## src/rtl/bin_to_bcd_seq.sv

```systemverilog
// Sequential binary-to-BCD converter (shift-and-add-3), one BIN_W-bit value per request,
// with start/busy/done handshake, overflow flag and a leading-zero blanking mask.
module bin_to_bcd_seq #(
  parameter int unsigned BIN_W  = 14,
  parameter int unsigned DIGITS = 5
) (
  input  logic                  clk_i,
  input  logic                  rst_i,
  input  logic                  start_i,
  input  logic [BIN_W-1:0]      bin_i,
  output logic                  busy_o,
  output logic                  done_o,
  output logic [4*DIGITS-1:0]   bcd_o,
  output logic                  ovf_o,
  output logic [DIGITS-1:0]     blank_o
);

  localparam int unsigned CntW = $clog2(BIN_W + 1);

  typedef enum logic [1:0] {StIdle, StShift, StDone} state_e;

  state_e                state_q, state_d;
  logic [BIN_W-1:0]      sr_q, sr_d;
  logic [4*DIGITS-1:0]   acc_q, acc_d;
  logic [CntW-1:0]       cnt_q, cnt_d;
  logic                  ovf_acc_q, ovf_acc_d;
  logic                  busy_q, busy_d;
  logic                  done_q, done_d;
  logic [4*DIGITS-1:0]   bcd_q, bcd_d;
  logic                  ovf_q, ovf_d;
  logic [DIGITS-1:0]     blank_q, blank_d;

  logic [4*DIGITS-1:0]   acc_adj;
  logic [DIGITS-1:0]     mask;
  logic                  seen_nz;

  // Add-3 correction on every digit in parallel, ahead of the shift.
  always_comb begin
    acc_adj = acc_q;
    for (int k = 0; k < int'(DIGITS); k++) begin
      if (acc_q[4*k +: 4] >= 4'd5) begin
        acc_adj[4*k +: 4] = acc_q[4*k +: 4] + 4'd3;
      end
    end
  end

  // Digit k is blanked when it and every digit above it are zero; the ones digit never is.
  always_comb begin
    mask    = '0;
    seen_nz = 1'b0;
    for (int k = int'(DIGITS) - 1; k >= 1; k--) begin
      if (acc_q[4*k +: 4] != 4'd0) begin
        seen_nz = 1'b1;
      end
      mask[k] = ~seen_nz;
    end
  end

  always_comb begin
    state_d   = state_q;
    sr_d      = sr_q;
    acc_d     = acc_q;
    cnt_d     = cnt_q;
    ovf_acc_d = ovf_acc_q;
    busy_d    = busy_q;
    done_d    = 1'b0;
    bcd_d     = bcd_q;
    ovf_d     = ovf_q;
    blank_d   = blank_q;
    case (state_q)
      StIdle: begin
        if (start_i) begin
          sr_d      = bin_i;
          acc_d     = '0;
          cnt_d     = CntW'(BIN_W);
          ovf_acc_d = 1'b0;
          busy_d    = 1'b1;
          state_d   = StShift;
        end
      end
      StShift: begin
        acc_d     = {acc_adj[4*DIGITS-2:0], sr_q[BIN_W-1]};
        sr_d      = {sr_q[BIN_W-2:0], 1'b0};
        ovf_acc_d = ovf_acc_q | acc_adj[4*DIGITS-1];
        cnt_d     = cnt_q - CntW'(1);
        if (cnt_q == CntW'(1)) begin
          state_d = StDone;
        end
      end
      StDone: begin
        bcd_d   = acc_q;
        ovf_d   = ovf_acc_q;
        blank_d = mask;
        done_d  = 1'b1;
        busy_d  = 1'b0;
        state_d = StIdle;
      end
      default: state_d = StIdle;
    endcase
  end

  always_ff @(posedge clk_i or posedge rst_i) begin
    if (rst_i) begin
      state_q   <= StIdle;
      sr_q      <= '0;
      acc_q     <= '0;
      cnt_q     <= '0;
      ovf_acc_q <= 1'b0;
      busy_q    <= 1'b0;
      done_q    <= 1'b0;
      bcd_q     <= '0;
      ovf_q     <= 1'b0;
      blank_q   <= '0;
    end else begin
      state_q   <= state_d;
      sr_q      <= sr_d;
      acc_q     <= acc_d;
      cnt_q     <= cnt_d;
      ovf_acc_q <= ovf_acc_d;
      busy_q    <= busy_d;
      done_q    <= done_d;
      bcd_q     <= bcd_d;
      ovf_q     <= ovf_d;
      blank_q   <= blank_d;
    end
  end

  assign busy_o  = busy_q;
  assign done_o  = done_q;
  assign bcd_o   = bcd_q;
  assign ovf_o   = ovf_q;
  assign blank_o = blank_q;

endmodule
```

## config.mk

```make
export PLATFORM = sky130hd
export DESIGN_NAME = bin_to_bcd_seq
export DESIGN_NICKNAME = d
export VERILOG_FILES = /design/src/rtl/bin_to_bcd_seq.sv
export SDC_FILE = /design/constraint.sdc
export NUM_CORES = 1
export LEC_CHECK = 0
export BUFFER_PORTS_ARGS = -buffer_cell sky130_fd_sc_hd__buf_2
export CAP_MARGIN = 20
export CORE_AREA = 5 5 102 104
export DETAILED_ROUTE_END_ITERATION = 8
export DIE_AREA = 0 0 107 109
export PLACE_DENSITY = 0.54
export SYNTH_ARGS = -nofsm -noshare
export SYNTH_HDL_FRONTEND = slang
export SYNTH_SLANG_ARGS = --single-unit
```

## constraint.sdc

```tcl
create_clock -name clk_i -period 6.75 [get_ports clk_i]
set_input_delay 1.35 -clock clk_i [delete_from_list [all_inputs] [get_ports clk_i]]
set_output_delay 1.35 -clock clk_i [all_outputs]
set_load 0.02 [all_outputs]
```

Yosys cells after proc, flatten, opt, wreduce, memory -nomap -nowiden:

Cells that the tools add are included.

* memory bits (writable): 0
* logic and storage cells: 64
* register bits: 68
* output and inout port bits: 28
* bits in latches: 0
* bits in read-only memories: 0
* memories kept: 0
* input port bits: 17

* add/sub/neg operators: 6
* bitwise gates (word level): 5
* multipliers: 0
* equal/unequal tests: 5
* shift operators: 0
* reduce and logical (&&, ||, !) cells: 10
* divide/modulo/power cells: 0
* magnitude comparators: 5
* multiplexer cells: 23

Operators with widths (count)
* $pmux 20 s2: 1
* $pmux 14 s2: 1
* $mux 4: 6
* $add 4x2->4 const B: 5
* $ge 4x3->1 const B: 5
* $mux 20: 1
* $reduce_bool 4->1: 4
* $mux 14: 1
* $pmux 4 s2: 1
* $mux 1: 7
* $reduce_and 2->1: 3
* $eq 4x1->1 const B: 1
* $mux 2: 2
* $ne 2x2->1 const B: 2
* $not 1->1: 4
* $pmux 1 s2: 2
* $pmux 2 s2: 1
* $reduce_bool 2->1: 2
* $sub 4x1->4 const B: 1
* $eq 2x1->1 const B: 1
* $eq 2x2->1 const B: 1
* $logic_not 2->1: 1
* $or 1x1->1: 1

Longest topological paths before layout:

Gate-level depths: netlist of the first run.

* depth after elaboration: 6
* mapped depth: 7
* gate-level depth less buffers: 6

Least setup slack after synthesis of the first run:

Ideal clock, no wire load.

* path kind: input to register
* from: input port start_i
* to: register acc_q[19]
* data arrival time: 2.270 ns
* slack: 4.358 ns
* setup time: 0.122 ns
* buffers on the path: 2
* required time: 6.628 ns
* cell stages on the path: 6
* cells stage by stage: or3b_1 -> buf_6 -> nand2_8 -> buf_12 -> o31ai_1 -> a32o_1

* word-level cells in the longest chain between the ends: 2

RTL lines
* from (decl): RTL line 9 `input logic start_i,`
* $ne 2x2->1 (no line)
* $reduce_and 2->1 (no line)
* to (signal assigned): RTL line 106 `acc_q <= '0;`
* to (signal assigned): RTL line 117 `acc_q <= acc_d;`
* to (decl): RTL line 24 `logic [4*DIGITS-1:0] acc_q, acc_d;`

Every way passes these cells.
A chain may end at the register's enable or synchronous reset.

Worst setup path in the final report of the first run:

* from: input port start_i
* to: register acc_q[7]

Same word-level chain as after synthesis.

==> results of run 1 <==
## how the worst max path moves through the flow
stage | from | end | cells after the start
global placement | start_i | acc_q[11] | 5
detailed placement | start_i | acc_q[7] | 5
finish | start_i | acc_q[7] | 5
CTS | start_i | acc_q[7] | 5
global route | start_i | acc_q[3] | 5
floorplan | rst_i | acc_q[0] | 1
## power breakdown
part | total [mW] | internal (mW) | leakage (nW) | switching (mW)
sequential | 0.683 | 0.565 | 0.830 | 0.118
clock | 0.320 | 0.169 | 0.0931 | 0.152
combinational | 0.724 | 0.301 | 0.858 | 0.423
## area by class of cell
class	instances	area [um2]	area share
clock buffers	11	131.4	0.03597
clock inverters	5	52.55	0.01439
inverters	15	56.30	0.01542
multi-input cells	223	1323	0.3621
flip-flops and latches	68	1702	0.4659
well taps	114	142.6	0.03905
repair buffers	47	245.2	0.06715
## metrics by stage
stage / total power, mW / hold slack [ns]
after floorplan: 1.259 / 0.4386
after global placement: 1.402 / 0.4565
after detailed placement: 1.421 / 0.4583
after CTS: 1.752 / 0.4760
after global routing: 1.888 / 0.4996
final: 1.727 / 0.4683
## layer usage
metal  GRT usage  vias up  wire length (um)
met5           0        -                 0
met4     0.04932        0                99
met3     0.03552       10               273
met2      0.1938       38              3143
met1      0.1542     1131              2957
li1            -     1179                 -
## Yosys cell counts (3+ instances only)
cell type | instances | area [um2]
dfrtp_1 | 68 | 1702
a32o_1 | 5 | 50.05
a21oi_1 | 11 | 55.05
nor2_1 | 17 | 63.81
nand2b_1 | 5 | 31.28
inv_1 | 15 | 56.30
mux2i_1 | 5 | 50.05
nand2_1 | 82 | 307.8
buf_1 | 3 | 11.26
a31oi_1 | 13 | 81.33
ha_1 | 15 | 187.7
a22o_1 | 5 | 43.79
nand3_1 | 3 | 15.01
xnor2_1 | 6 | 52.55
o21ai_0 | 22 | 110.1
clkbuf_1 | 5 | 18.77
o31ai_1 | 6 | 45.04
buf_2 | 6 | 30.03
o22ai_1 | 8 | 50.05
nor3b_1 | 5 | 37.54
## kinds of logic (layout without fill, tap and decap cells)
kind of cell	after synthesis	after routing
AND/OR/NAND/NOR	122	122
AO/OA/AOI/OAI	73	73
flip-flops	68	68
buffers and inverters	32	78
adder cells (fa/ha/maj)	15	15
XOR/XNOR	7	7
multiplexers	5	5
other	1	1
## layout by cell type, fill, tap and decap left out, drive strengths merged, types with 8 or more instances in the layout
cell,netlist,routed
dfrtp,68,68
clkbuf,5,11
nand2,83,83
a31oi,13,13
o21ai,24,24
ha,15,15
buf,12,47
a21oi,11,11
o22ai,8,8
nor2,17,17
inv,15,15
## flip-flops by register name, indices dropped and copies added (netlist names)
| name | flops |
|---|---|
| acc_q | 20 |
| bcd_o | 20 |
| blank_o | 4 |
| busy_o | 1 |
| cnt_q | 4 |
| done_o | 1 |
| ovf_acc_q | 1 |
| ovf_o | 1 |
| sr_q | 14 |
| state_q | 2 |
## critical path: stages
cell and delay (ns):
buf_2 0.09, or3b_1 0.67, nand2_8 0.27, o31ai_1 0.10, a32o_1 0.22
==> impl_metrics.toml, run 1 <==
[clock_network]
cts.clk_slew.worst_paths_ns = 0.07
clockBufferDepth = 2
root_buffer = "clkbuf_8"
cts_made_buffers = 9
cts-resized-gates = 0
cts_hold_buf = 0
insertion_delay_ns = 0.35
cts_tree = "built"
htreeDepth = 3
clock_sinks = 68
postCtsSetupBuffers = 0

[worst_setup_path]
crit_path_end_kind = "register"
crit_path_max_fanout = 19
crit-reg2reg-launch = "state_q[1]"
arrival_ns = 2.71
rrSetupSlack_ns = 4.84
timing.rr.end = "cnt_q[3]"
r2r_cells = 5
critical_path_class = "in2reg"
cp_data_required_time_ns = 6.99
critPathLaunchType = "input pin"

[final_layout]
layout.nets = 396
fillerInstances = 963
stdcell_count = 483
syn2layout_area_growth_pct = 14.88
final_area_um2 = 3652
drive_above_1_share = 0.1789
finalCoreUtilization = 0.3861
antennaDiodeCount = 0

[timing]
rsz0062_at_grt = "false"
setup_ws_ns = 4.287
hold_viol_final = 0
period_share = 0.3648
setup_viol = 0
slew_headroom = 0.4236
period_needed_ns = 2.463
drv_slew = 0
finalSetupTns_ns = 0
max_freq_mhz = 406.1
finClkSkew_ns = 0.01018
worst_pin_slew_ns = 0.8646

[placed_design]
gp_routability_congestion = 0.7848
dpl_cell_area_um2 = 3468
dp_hpwl_mm = 4.312
dp.cells = 467
port_buffers = 43
preCtsSetupSlack_ns = 3.909

[run_status]
outcome = "finished clean"

[floorplanning]
dieArea_um2 = 11660
die_w_um = 107
core_area_um2 = 9459
start_util = 0.3361
rows = 36
io_pins = 45
die_h_um = 109

[yosys]
yosysWarnings = 0
synth-compound-area-share = 0.1429
synthSimpleGateAreaFrac = 0.1779
syn_avg_cell_area_um2 = 9.843
synth_xor_area_frac = 0.01928
ys_types = 37
syn_area_um2 = 3179
synthArstFlopShare = 1.000
synthCells = 323
synth-main-ff-cell = "dfrtp_1"
synthesis.nets = 355
synthMuxAreaShare = 0.01574
ys_ff_latch = 68
synthAdderAreaFrac = 0.05903
synth_top_family_by_area = "simple AND/OR/NAND/NOR gates"
synth_edf_count = 0
ys_seq_area_frac = 0.5352

[drt]
wl_per_cell_um = 13.40
drtPass1Iterations = 4
remaining_drc_errors = 0
drtAntennaViolNets = 0
viasPerCell = 4.882
vias = 2358
drt_iter0_drc = 82
wl_mm = 6.474

[power]
power.density_nw_per_um2 = 473.0
p_leak_nw = 1.781
ir_worst_vdd_mv = 0.1239

[min_path]
hold_path_depth = 2
holdPathEnd = "bcd_o[15]"
min_from = "bcd_o[15]"
hp-class = "reg2reg"

[global_route]
antenna_found_initial = 0
track_usage = 0.1211
grt_pass1_vias = 2386
grt_pass1_wl_mm = 11.34
overflow = 0
grt_max_degree = 69

[job]
max_cap_violations = 0
Note: power is estimated with default switching activity, not from simulation.
==> inputs of run 2 (changes only) <==
clock period = 2.3 ns   (was 6.75 ns; I/O delays follow)
==> run 2 against run 1 <==
- power grew to 3.0 times the previous value
- clock skew is 0.0016 ns lower
- setup slack worse by 3.8 ns
- critical path depth is 1 higher
- design area is 1.7% higher
- critical endpoint is now blank_o[1]
- highest routed layer unchanged
==> impl_metrics.toml, run 2 (synthesis results as in run 1) <==
[timing]
setup_viol = 0
drv_slew = 0
worst_pin_slew_ns = 0.5554
max_freq_mhz = 559.1
hold_slack_ns = 0.1685
period_share = 0.7777
period_needed_ns = 1.789
hold_viol_final = 0
setup_ws_ns = 0.5114
rsz0062_at_grt = "false"
finClkSkew_ns = 0.008537
slew_headroom = 0.6297
finalSetupTns_ns = 0

[global_route]
grt_pass1_wl_mm = 11.56
grt_max_degree = 69
track_usage = 0.1255
grt_pass1_vias = 2386
overflow = 0
antenna_found_initial = 0

[worst_setup_path]
critical_path_class = "reg2reg"
cp_data_required_time_ns = 2.57
cp_slowest_cell = "or3b_4"
arrival_ns = 2.06
critPathTopFamily = "simple AND/OR/NAND/NOR gates"
critPathLaunchType = "register"
cp_slowest_stage_delay_ns = 0.41
crit_path_end_kind = "register"
crit_path_max_fanout = 4
path_cells = "inv_1, ha_1, or3b_4, nor4b_4, nand3_1, o21ai_1"
crit_buf_inv = 1

[final_layout]
drive_above_1_share = 0.1909
final_area_um2 = 3714
final_cell_mix = "nand2_1 (82), dfrtp_1 (68), buf_2 (43)"
fillerInstances = 961
layout.nets = 399
antennaDiodeCount = 0
syn2layout_area_growth_pct = 16.80
layout_commonest_cell = "nand2_1"

[clock_network]
root_buffer = "clkbuf_8"
postCtsSetupBuffers = 0
clock_sinks = 68
insertion_delay_ns = 0.35
cts-resized-gates = 0
htreeDepth = 3
cts_tree = "built"
cts_made_buffers = 9
cts.clk_slew.worst_paths_ns = 0.08
cts_hold_buf = 0
clockBufferDepth = 2

[floorplanning]
core_area_um2 = 9459
rows = 36
die_h_um = 109
io_pins = 45
die_w_um = 107
dieArea_um2 = 11660
start_util = 0.3361

[drt]
drtAntennaViolNets = 0
remaining_drc_errors = 0
wl_per_cell_um = 13.70
viasPerCell = 4.874
vias = 2369
drt_iter0_drc = 85
wl_mm = 6.659
drtPass1Iterations = 4

[placed_design]
dpl_cell_area_um2 = 3503
gp_routability_congestion = 0.7579
dp_hpwl_mm = 4.439
preCtsSetupSlack_ns = 0.5247
port_buffers = 43

[job]
max_cap_violations = 0

[min_path]
hp-class = "in2async"

[power]
p_leak_nw = 1.808
ir_worst_vdd_mv = 0.3283
power.density_nw_per_um2 = 1402
power_mw = 5.207

[run_status]
outcome = "finished clean"
-- run 2: metrics by stage --
step / util / cells
after floorplan: - / 323
after global placement: 0.3704 / 470
after detailed placement: 0.3704 / 470
after CTS: 0.3926 / 486
after global routing: 0.3926 / 486
final: 0.3926 / 486
-- run 2: path summary, 6_finish.rpt --
kind                            cells past startpoint  slack, ns       from    endpoint
worst max-delay path                                6       0.51  acc_q[16]  blank_o[1]
worst min-delay path                                3       0.17      rst_i    bcd_o[2]
worst max register to register                      6       0.51  acc_q[16]  blank_o[1]
worst min register to register                      2       0.47   bcd_o[6]    bcd_o[6]
max in group asynchronous                           3       1.82      rst_i  state_q[0]
min in group clk_i                                  3       0.30   bin_i[0]     sr_q[0]
-- run 2: power by group --
group	internal (mW)	total, mW	switching [mW]	leakage [nW]
logic	0.918	2.18	1.27	0.876
clock network	0.562	1.03	0.470	0.102
registers	1.66	1.99	0.336	0.830
total	3.14	5.21	2.07	1.81
-- run 2: area by class of cell --
class                      instances  area [um2]  share of cell area
clock inverter                     5       58.81             0.01584
inverter                          15       56.30             0.01516
tap                              114       142.6             0.03841
timing repair buffer              50       280.3             0.07547
sequential                        68        1702              0.4582
clock buffer                      11       151.4             0.04077
multi-input combinational        223        1323              0.3561
-- run 2: routing by layer --
metal	part of all wire	GRT usage
met5	0	0
met1	0.47	0.1566
met3	0.030	0.03316
met4	0.016	0.05479
met2	0.48	0.2055
-- run 2: worst min-delay path, cell delays in order --
cell	delay, ns
buf_2	0.10
inv_2	0.06
buf_12	0.30
==> inputs of run 3 (changes only) <==
clock period = 1.7 ns   (was 2.3 ns; I/O delays follow)
==> run 3 against run 2 <==
- sequential power increased by 36%
- critical endpoint unchanged
- highest routed layer unchanged
- non-clock buffer count increased by 10
- flip-flop and latch count unchanged
- combinational power increased by 42%
- critical path depth unchanged
- via count increased by 2.6%
- setup slack got worse by 0.41 ns
- worst hold slack got worse by 0.074 ns
- core utilization increased by 0.95 points
- sequential share of layout area decreased by 1.1 points
- critical path type unchanged
- maximum frequency increased by 12%
- global-route usage increased by 0.31 points
==> impl_metrics.toml, run 3 (synthesis results as in run 1) <==
[run_status]
outcome = "finished clean"

[timing]
setup_viol = 0
hold_viol_final = 0
finalSetupTns_ns = 0
max_freq_mhz = 624.0
rsz0062_at_grt = "false"
period_share = 0.9428
worst_pin_slew_ns = 0.5147
drv_slew = 0
finClkSkew_ns = 0.01232
slew_headroom = 0.6556
period_needed_ns = 1.603

[floorplanning]
io_pins = 45
die_h_um = 109
rows = 36
die_w_um = 107
core_area_um2 = 9459
start_util = 0.3361
dieArea_um2 = 11660

[worst_setup_path]
worstSetupStartpoint = "acc_q[16]"
crit_path_end_kind = "register"
crit-reg2reg-launch = "acc_q[16]"
crit_path_max_fanout = 3
critPathLaunchType = "register"
arrival_ns = 1.87
critical_path_class = "reg2reg"
cp_data_required_time_ns = 1.97

[global_route]
overflow = 0
track_usage = 0.1286
grt_max_degree = 69
grt_pass1_vias = 2601
antenna_found_initial = 0
grt_pass1_wl_mm = 12.09

[clock_network]
cts.clk_slew.worst_paths_ns = 0.07
root_buffer = "clkbuf_8"
clockBufferDepth = 2
insertion_delay_ns = 0.34
cts_made_buffers = 9
clock_sinks = 68
cts_tree = "built"
htreeDepth = 3
cts_hold_buf = 0

[power]
p_leak_nw = 1.855
power.density_nw_per_um2 = 1882
ir_worst_vdd_mv = 0.4965

[placed_design]
gp_routability_congestion = 0.7864
port_buffers = 43
dp_hpwl_mm = 4.564
dp.cells = 479

[drt]
vias = 2431
wl_per_cell_um = 13.67
remaining_drc_errors = 0
drtPass1Iterations = 4
viasPerCell = 4.901
drt_iter0_drc = 107
wl_mm = 6.781
drtAntennaViolNets = 0

[min_path]
hp-class = "in2async"

[final_layout]
final_cell_mix = "nand2_1 (82), dfrtp_1 (68), buf_2 (43)"
stdcell_count = 496
layout_commonest_cell = "nand2_1"
syn2layout_area_growth_pct = 19.64
drive_above_1_share = 0.2277
antennaDiodeCount = 0
layout.nets = 409

[job]
max_cap_violations = 0
run 3: cell types whose count changed in the layout (fill, tap and decap cells not counted), moves of 2 or more:
cell,previous run,this run
buf_4,6,16
inv_1,14,12
o21ai_1,2,0
o21ai_2,0,2
run 3: where the power goes:
group / switching [mW] / internal, mW / leakage [nW] / total [mW]
sequential: 0.471 / 2.24 / 0.830 / 2.71
clock: 0.604 / 0.754 / 0.102 / 1.36
combinational: 1.73 / 1.36 / 0.923 / 3.09
run 3: per-layer routing:
| layer | routed length, um | part of all wire | global-route usage |
|---|---|---|---|
| met1 | 3175 | 0.47 | 0.1562 |
| met2 | 3309 | 0.49 | 0.2248 |
| met3 | 164 | 0.024 | 0.02309 |
| met5 | 0 | 0 | 0 |
| met4 | 131 | 0.019 | 0.05479 |
run 3: final cells by class:
cell class | count | area, um2
fillers | 964 | 5655
flip-flops and latches | 68 | 1702
multi-input cells | 223 | 1341
repair buffers | 60 | 355.3
clock buffers | 12 | 155.1
well taps | 114 | 142.6
inverters | 15 | 60.06
clock inverters | 4 | 47.55
run 3: worst paths after layout:
check	endpoint	slack (ns)	cells after the start
setup / recovery	blank_o[1]	0.1	6
hold / removal	bcd_o[17]	0.09	3
setup reg to reg	blank_o[1]	0.1	6
hold reg to reg	bcd_o[13]	0.47	2
max in group asynchronous	acc_q[2]	1.31	3
min in group clk_i	sr_q[0]	0.19	3
run 3: timing repair:
item                                    in CTS  in global routing
endpoints found under the setup margin       0                  3
setup buffers                                0                  1
resized for setup                            0                  7
endpoints found under the hold margin        0                  0
run 3: metrics by stage:
stage	setup slack, ns	area (um2)	power [mW]	utilization	hold WS, ns
after global routing	0.004070	3804	7.797	0.4021	0.1194
after detailed placement	0.04853	3575	5.829	0.3779	0.4648
after floorplan	0.05319	3183	4.999	-	0.4386
after CTS	0.02892	3777	7.233	0.3993	0.1082
final	0.09731	3804	7.157	0.4021	0.09456
after global placement	0.09871	3575	5.764	0.3779	0.4555
run 3: critical path: stages (launching register included):
cell and delay (ns):
dfrtp_1 0.41, inv_2 0.07, ha_2 0.16, or3b_4 0.39, nor4b_4 0.26, nand3_2 0.12
o21ai_2 0.12
